==> config.mk <==
export PLATFORM = sky130hd
export DESIGN_NAME = stage_ctrl_flat
export DESIGN_NICKNAME = d
export VERILOG_FILES = /design/src/rtl/stage_ctrl_if.sv /design/src/rtl/stage_ctrl.sv /design/src/flat_wrapper.sv
export SDC_FILE = /design/constraint.sdc
export NUM_CORES = 1
export LEC_CHECK = 0
export BUFFER_PORTS_ARGS = -buffer_cell sky130_fd_sc_hd__buf_2
export CORE_ASPECT_RATIO = 1.25
export CORE_MARGIN = 3
export CORE_UTILIZATION = 49
export CTS_CLUSTER_DIAMETER = 120
export DETAILED_ROUTE_END_ITERATION = 6
export PLACE_DENSITY = 0.83
export SLEW_MARGIN = 20
export SYNTH_ARGS = -nofsm -noshare
export SYNTH_HDL_FRONTEND = slang
export SYNTH_SLANG_ARGS = --single-unit
==> constraint.sdc <==
create_clock -name clk -period 3.4 [get_ports clk]
set_clock_uncertainty 0.1 [all_clocks]
set_input_delay 0.68 -clock clk [delete_from_list [all_inputs] [get_ports clk]]
set_output_delay 0.68 -clock clk [all_outputs]
set_load 0.03 [all_outputs]
==> src/rtl/stage_ctrl_if.sv <==
// Controller-side bundle: instruction/class inputs, memory handshake and stage/strobe outputs.
// master = the stage controller, slave = the datapath/memory environment that drives it.
interface stage_ctrl_if;
    logic [31:0] ir_i;
    logic [4:0]  itype_i;
    logic        mem_ack_i;
    logic [2:0]  stage_o;
    logic        mem_req_o;
    logic        mem_we_o;
    logic        ir_we_o;
    logic        pc_we_o;
    logic        wd_q_o;
    logic        fault_o;
    logic [31:0] instret_o;

    modport master (
        input  ir_i, itype_i, mem_ack_i,
        output stage_o, mem_req_o, mem_we_o, ir_we_o, pc_we_o, wd_q_o, fault_o, instret_o
    );

    modport slave (
        output ir_i, itype_i, mem_ack_i,
        input  stage_o, mem_req_o, mem_we_o, ir_we_o, pc_we_o, wd_q_o, fault_o, instret_o
    );
endinterface

==> src/rtl/stage_ctrl.sv <==
// Multicycle instruction stage sequencer (Moore): IF/ID/EX/MEM/WB with a 16-cycle memory watchdog.
// Latency R/I/U/J 4, load 5, store 4, branch 3 cycles; IF and MEM hold mem_req_o until mem_ack_i.
module stage_ctrl (
    input  logic         clk,
    input  logic         reset,
    stage_ctrl_if.master bus
);
    // Instruction class codes shared with the decoder.
    localparam logic [4:0] RTYPE  = 5'd1;
    localparam logic [4:0] ITYPE  = 5'd2;
    localparam logic [4:0] STYPE  = 5'd3;
    localparam logic [4:0] BTYPE  = 5'd4;
    localparam logic [4:0] LTYPE  = 5'd5;
    localparam logic [4:0] UTYPE  = 5'd6;
    localparam logic [4:0] JTYPE  = 5'd7;
    localparam logic [4:0] JRTYPE = 5'd8;

    // MEM and WB are split so mem_we_o and wd_q_o decode purely from state.
    typedef enum logic [3:0] {
        S_RST, S_IF, S_ID, S_EX, S_MEM_LD, S_MEM_ST, S_WB_WR, S_WB_NW, S_FAULT
    } state_t;

    state_t      r_state;
    state_t      w_next;
    logic [3:0]  r_wait;
    logic [3:0]  w_wait_nxt;
    logic [31:0] r_instret;
    logic        r_pc_we;
    logic        w_retire;
    logic        w_rd_nz;
    logic        w_unused;

    assign w_rd_nz  = |bus.ir_i[11:7];
    assign w_unused = ^{bus.ir_i[31:12], bus.ir_i[6:0]};

    always_ff @(posedge clk) begin
        if (!reset) begin
            r_state   <= S_RST;
            r_wait    <= 4'd0;
            r_instret <= 32'd0;
            r_pc_we   <= 1'b0;
        end else begin
            r_state   <= w_next;
            r_wait    <= w_wait_nxt;
            r_instret <= r_instret + {31'd0, w_retire};
            r_pc_we   <= w_retire;
        end
    end

    always_comb begin
        w_next     = r_state;
        w_wait_nxt = r_wait;
        w_retire   = 1'b0;
        case (r_state)
            S_RST: begin
                w_next     = S_IF;
                w_wait_nxt = 4'd0;
            end
            S_IF: begin
                if (bus.mem_ack_i)        w_next = S_ID;
                else if (r_wait == 4'hF)  w_next = S_FAULT;
                else                      w_wait_nxt = r_wait + 4'd1;
            end
            S_ID: w_next = S_EX;
            S_EX: begin
                w_wait_nxt = 4'd0;
                case (bus.itype_i)
                    LTYPE:  w_next = S_MEM_LD;
                    STYPE:  w_next = S_MEM_ST;
                    BTYPE: begin
                        w_next   = S_IF;
                        w_retire = 1'b1;
                    end
                    RTYPE, ITYPE, UTYPE, JTYPE, JRTYPE:
                        w_next = w_rd_nz ? S_WB_WR : S_WB_NW;
                    default: w_next = S_FAULT;
                endcase
            end
            S_MEM_LD: begin
                if (bus.mem_ack_i)        w_next = w_rd_nz ? S_WB_WR : S_WB_NW;
                else if (r_wait == 4'hF)  w_next = S_FAULT;
                else                      w_wait_nxt = r_wait + 4'd1;
            end
            S_MEM_ST: begin
                if (bus.mem_ack_i) begin
                    w_next     = S_IF;
                    w_wait_nxt = 4'd0;
                    w_retire   = 1'b1;
                end else if (r_wait == 4'hF) begin
                    w_next = S_FAULT;
                end else begin
                    w_wait_nxt = r_wait + 4'd1;
                end
            end
            S_WB_WR, S_WB_NW: begin
                w_next     = S_IF;
                w_wait_nxt = 4'd0;
                w_retire   = 1'b1;
            end
            S_FAULT: w_next = S_FAULT;
            default: w_next = S_FAULT;
        endcase
    end

    always_comb begin
        bus.stage_o   = 3'd7;
        bus.mem_req_o = 1'b0;
        bus.mem_we_o  = 1'b0;
        bus.ir_we_o   = 1'b0;
        bus.wd_q_o    = 1'b0;
        bus.fault_o   = 1'b0;
        case (r_state)
            S_RST:    bus.stage_o = 3'd7;
            S_IF: begin
                bus.stage_o   = 3'd0;
                bus.mem_req_o = 1'b1;
            end
            S_ID: begin
                bus.stage_o = 3'd1;
                bus.ir_we_o = 1'b1;
            end
            S_EX:     bus.stage_o = 3'd2;
            S_MEM_LD: begin
                bus.stage_o   = 3'd3;
                bus.mem_req_o = 1'b1;
            end
            S_MEM_ST: begin
                bus.stage_o   = 3'd3;
                bus.mem_req_o = 1'b1;
                bus.mem_we_o  = 1'b1;
            end
            S_WB_WR: begin
                bus.stage_o = 3'd4;
                bus.wd_q_o  = 1'b1;
            end
            S_WB_NW:  bus.stage_o = 3'd4;
            S_FAULT: begin
                bus.stage_o = 3'd5;
                bus.fault_o = 1'b1;
            end
            default:  bus.stage_o = 3'd7;
        endcase
    end

    // PC advance is registered off the retirement edge, so it lands in the following IF cycle.
    assign bus.pc_we_o   = r_pc_we;
    assign bus.instret_o = r_instret;
endmodule

==> src/flat_wrapper.sv <==
// flat-port wrapper written by rule: the top's interface ports become plain ports
module stage_ctrl_flat 
  (clk, reset, bus_ir_i, bus_itype_i, bus_mem_ack_i, bus_stage_o, bus_mem_req_o, bus_mem_we_o, bus_ir_we_o, bus_pc_we_o, bus_wd_q_o, bus_fault_o, bus_instret_o);
  stage_ctrl_if bus_i ();
  input  logic clk;
  input  logic reset;
  input wire logic [$bits(bus_i.ir_i)-1:0] bus_ir_i;
  input wire logic [$bits(bus_i.itype_i)-1:0] bus_itype_i;
  input wire logic [$bits(bus_i.mem_ack_i)-1:0] bus_mem_ack_i;
  output wire logic [$bits(bus_i.stage_o)-1:0] bus_stage_o;
  output wire logic [$bits(bus_i.mem_req_o)-1:0] bus_mem_req_o;
  output wire logic [$bits(bus_i.mem_we_o)-1:0] bus_mem_we_o;
  output wire logic [$bits(bus_i.ir_we_o)-1:0] bus_ir_we_o;
  output wire logic [$bits(bus_i.pc_we_o)-1:0] bus_pc_we_o;
  output wire logic [$bits(bus_i.wd_q_o)-1:0] bus_wd_q_o;
  output wire logic [$bits(bus_i.fault_o)-1:0] bus_fault_o;
  output wire logic [$bits(bus_i.instret_o)-1:0] bus_instret_o;
  assign bus_i.ir_i = bus_ir_i;
  assign bus_i.itype_i = bus_itype_i;
  assign bus_i.mem_ack_i = bus_mem_ack_i;
  assign bus_stage_o = bus_i.stage_o;
  assign bus_mem_req_o = bus_i.mem_req_o;
  assign bus_mem_we_o = bus_i.mem_we_o;
  assign bus_ir_we_o = bus_i.ir_we_o;
  assign bus_pc_we_o = bus_i.pc_we_o;
  assign bus_wd_q_o = bus_i.wd_q_o;
  assign bus_fault_o = bus_i.fault_o;
  assign bus_instret_o = bus_i.instret_o;
  stage_ctrl u_core (.clk(clk), .reset(reset), .bus(bus_i));
endmodule
After elaboration in Yosys (flattened, before gate mapping) --
Index checks and enable logic that the tools add are counted.
Storage, ports and cells: latch bits 0, word-level logic and storage cells 55, register bits after elaboration 41, bits of input ports 40, memory bits (writable) 0, output and inout port bits 41, bits in read-only memories 0, memories 0
Operators by class: multiplexer cells 20, add/sub/neg operators 2, bitwise logic cells 0, order comparisons 0, shifts and indexed selects 0, equality and inequality tests 18, div/mod/pow operators 0, reductions and logical operators 11, multiply operators 0
Operators with widths (number):
- $add 32x1->32 | 1
- $mux 4 | 7
- $pmux 4 s6 | 1
- $eq 5x3->1 const B | 4
- $pmux 3 s6 | 1
- $eq 4x3->1 const B | 4
- $pmux 4 s4 | 1
- $pmux 4 s3 | 1
- $eq 5x2->1 const B | 2
- $reduce_or 5->1 | 2
- $eq 4x2->1 const B | 2
- $eq 4x4->1 const B | 2
- $mux 1 | 8
- $reduce_or 2->1 | 3
- $reduce_or 3->1 | 2
- $eq 5x1->1 const B | 1
- $eq 5x4->1 const B | 1
- $add 4x1->4 const B | 1
- $eq 4x1->1 const B | 1
- $logic_not 4->1 | 1
- $reduce_or 4->1 | 1
- $pmux 1 s3 | 1
- $reduce_bool 3->1 | 1
- $ne 2x2->1 const B | 1
- $reduce_and 2->1 | 1

Depth between registers and ports, before layout --
word-level depth 4, gate-level depth with buffers 11

Worst setup path after synthesis --
No wires, ideal clock.
kind input port to flip-flop, start point input bus_itype_i[4], end point register u_core.r_instret[31], in the netlist u_core.bus.instret_o[31], required time 3229 ps, buffers on the path 0, stages 9, arrival time 2637 ps, library setup time 71 ps, setup slack 593 ps, cells stage by stage nor4_1 > nand2_1 > o21ai_0 > ha_1 > nand2_1 > nor4_4 > nand3_4 > or3_1 > a21oi_1
On the way: cells in the longest elaborated chain, start to end 4
Ends and longest elaborated chain:
- start: declaration | RTL line flat_wrapper.sv:8 | input wire logic [$bits(bus_i.itype_i)-1:0] bus_itype_i;
- $eq 5x3->1 | RTL line stage_ctrl.sv:67 | case (bus.itype_i)
- $mux 1 | RTL line stage_ctrl.sv:67
- $pmux 1 s3 | RTL line stage_ctrl.sv:54 | case (r_state)
- named net u_core.w_retire | RTL line stage_ctrl.sv:29 | logic w_retire;
- $add 32x1->32 | RTL line stage_ctrl.sv:45 | r_instret <= r_instret + {31'd0, w_retire};
- end signal: assignment | RTL line stage_ctrl.sv:45
- end: declaration | RTL line stage_ctrl.sv:27 | logic [31:0] r_instret;
The timed path passes the listed nets, and every way through them passes these cells. A chain may end at the register's enable or synchronous reset.

Worst setup path after layout --
start point register u_core.r_state[2], end point register u_core.r_instret[11], in the netlist u_core.bus.instret_o[11]
On the way: cells in the longest elaborated chain, start to end 4, elaborated cells on any way between the ends 7, classes of those cells add/sub (1); eq/ne (4); mux (1); reduce/logical (1)
Ends and longest elaborated chain:
- start: declaration | RTL line stage_ctrl.sv:23 | state_t r_state;
- start signal: assignment | RTL line stage_ctrl.sv:43 | r_state <= w_next;
- $eq 4x3->1 | RTL line stage_ctrl.sv:54
- $reduce_or 2->1 (no line)
- $pmux 1 s3 * | RTL line stage_ctrl.sv:54
- named net u_core.w_retire | RTL line stage_ctrl.sv:29
- $add 32x1->32 * | RTL line stage_ctrl.sv:45
Mark *: on every way through the listed nets, which the timed path passes. The rest lies on a longest branch.

==> results.toml <==
[clock_network]
clock_sinks = 41
postCtsHoldBufs = 0
cts_buffer_depth = 2
clk_pin_slew_worst_paths_ns = 0.09
cts_resized = 0
numCtsBuffers = 5
cts_tree = "done"
cts-htree-levels = 2
postCtsSetupBuffers = 0
root_buffer = "clkbuf_8"
clk-insertion-delay-late_ns = 0.30

[yosys]
synth.top_cells.by_area = "dfxtp_1 39%, xor2_1 8.3%, nor2_1 5.9%, xnor2_1 4.6%, nand2_1 4.1%"
synth.cell_area_um2 = 2113
synth_area_leader_cell = "dfxtp_1"
synth_seq_area_share = 0.3884
yosys_warnings = 0
synth_edf_count = 0
synthDominantCellAreaShare = 0.3884
syn-instance-count = 255
synth_area_per_cell_um2 = 8.287
ys.flop_type = "dfxtp_1"
syn_nets = 298
ys_async_sr_fraction = 0
yosysUniqueCellTypes = 41
ys_ff_latch = 41

[setup_path]
cp_max_fo = 13
cp.arrival_ns = 2.99
critPathKind = "reg2reg"
worstSetupEndpointType = "flip-flop"
critPathLaunchType = "flip-flop"
required_ns = 3.50

[routing]
dr.pass1.iters = 4
drt_iter0_markers = 140
routed_wl_um = 4514
ant_nets = 0
drc = 0
via_per_inst = 5.362
wl_per_cell_um = 12.30
vias = 1968

[die]
die_w_um = 64.74
initial_core_util = 0.5115
rows = 26
core-area_um2 = 4131
dieArea_um2 = 5142
ioPinCount = 81
die_h_um = 79.43

[job]
drv_cap = 0

[placement]
portBuffers = 53
gp_congestion = 0.9136
hpwl_um = 3395

[layout]
final_cell_mix = "53 x buf_2, 41 x dfxtp_1, 33 x nor2_1, 23 x nand2_1, 20 x xor2_1"
final_common_cell = "buf_2"
fillerInstances = 384
n_antenna_cell = 0
multi_input_area_um2 = 1229
regArea_um2 = 820.8
area_delta_synth_final_pct = 21.14
drive_gt1_frac = 0.2347
final_nets = 353

[global_routing]
track_usage = 0.1893
antenna_found_initial = 0
overflow = 0
grt_pass1_vias = 1859
grt_max_degree = 33
grt_pass1_wl_um = 7741

[timing]
setup_violations = 0
hold_viol_final = 0
relSlewSlack = 0.3621
worst_pin_slew_ns = 0.9557
fin_crit_ns = 2.887
slew_violations = 0
period_share = 0.8491
rsz0062_at_grt = "no"
setup_tns_ns = 0
fmax_ghz = 0.3464

[hold_path]
hold_path_class = "reg2reg"

[outcome]
outcome = "completed"

[power]
p_total_w = 0.001004
max-vdd-ir-drop_uv = 177.1
power.density_nw_per_um2 = 392.3
p_leak_nw = 1.130
## cell families after synthesis
| kind of cell | count (synthesis) | synth area share |
|---|---|---|
| simple gates | 128 | 0.3292 |
| flops | 41 | 0.3884 |
| xor+xnor | 31 | 0.1285 |
| mux | 1 | 0.004737 |
| compound gates | 35 | 0.1012 |
| fa+ha+maj | 3 | 0.01776 |
| buf+inv | 16 | 0.03019 |
## final cells by class
class	instances	area share
clock buffers	5	0.02688
clock inverters	3	0.01808
inverters	6	0.008798
multi-input cells	198	0.4800
flip-flops and latches	41	0.3206
well taps	56	0.02737
repair buffers	58	0.1183
## path summary, 6_finish.rpt
path,from,to,slack [ns],depth (start not counted)
hold / removal,u_core.bus.instret_o[31]$_SDFF_PN0_,u_core.bus.instret_o[31]$_SDFF_PN0_,0.39,2
hold reg to reg,u_core.bus.instret_o[31]$_SDFF_PN0_,u_core.bus.instret_o[31]$_SDFF_PN0_,0.39,2
setup reg to reg,u_core.r_state[2]$_SDFF_PN0_,u_core.bus.instret_o[11]$_SDFF_PN0_,0.51,10
setup / recovery,u_core.r_state[2]$_SDFF_PN0_,u_core.bus.instret_o[11]$_SDFF_PN0_,0.51,10
## flip-flops by register name, summed over array words and instances, names as in the netlist
register	flops
u_core.r_wait	4
u_core.bus.instret_o	32
u_core.r_state	4
u_core.bus.pc_we_o	1
## worst max-delay path: stages, from the launching register on
cell and delay [ns]:
dfxtp_1 0.45, nor4_1 0.41, nand2_1 0.09, o21ai_0 0.17
ha_1 0.30, nand2_1 0.14, nor4_4 0.48, buf_4 0.22
nand4_1 0.12, xnor2_1 0.15, and2_1 0.15
## per-layer routing
layer	vias up	track usage	wire (µm)
li1	1005	-	-
met1	901	0.2002	1873
met2	57	0.3572	2352
met3	5	0.02676	220
met4	0	0.09514	68
met5	-	0	0
## per-stage QoR
stage	cells	util	hold WS (ns)	setup WS (ns)	area (µm²)
finish	367	0.6196	0.3929	0.5131	2560
global route	367	0.6196	0.4343	0.2942	2560
CTS	367	0.6196	0.3942	0.5328	2560
detailed placement	359	0.5918	0.3819	0.2849	2445
global placement	359	0.5918	0.3673	0.2984	2445
floorplan	255	-	0.4099	0.5926	2113
## power breakdown
group          switching (W)  internal (W)
combinational      0.0000710     0.0000414
clock               0.000181      0.000220
sequential        0.00000603      0.000486
total               0.000258      0.000747
## cells in the mapped netlist (2+ instances only)
cell type	count
a21oi_1	11
dfxtp_1	41
and4_1	4
nand2b_1	3
nand4_1	12
o21ai_0	10
xor2_1	20
nand2_1	23
nand3_1	11
o211ai_1	2
and3_1	7
nor2b_1	4
xnor2_1	11
and2_1	8
or3_1	3
clkbuf_1	7
ha_1	3
nor3_1	9
nor2_1	33
a31oi_1	4
nor4_1	2
buf_2	3
inv_1	6
No activity file was read; power rests on OpenSTA's default activity.
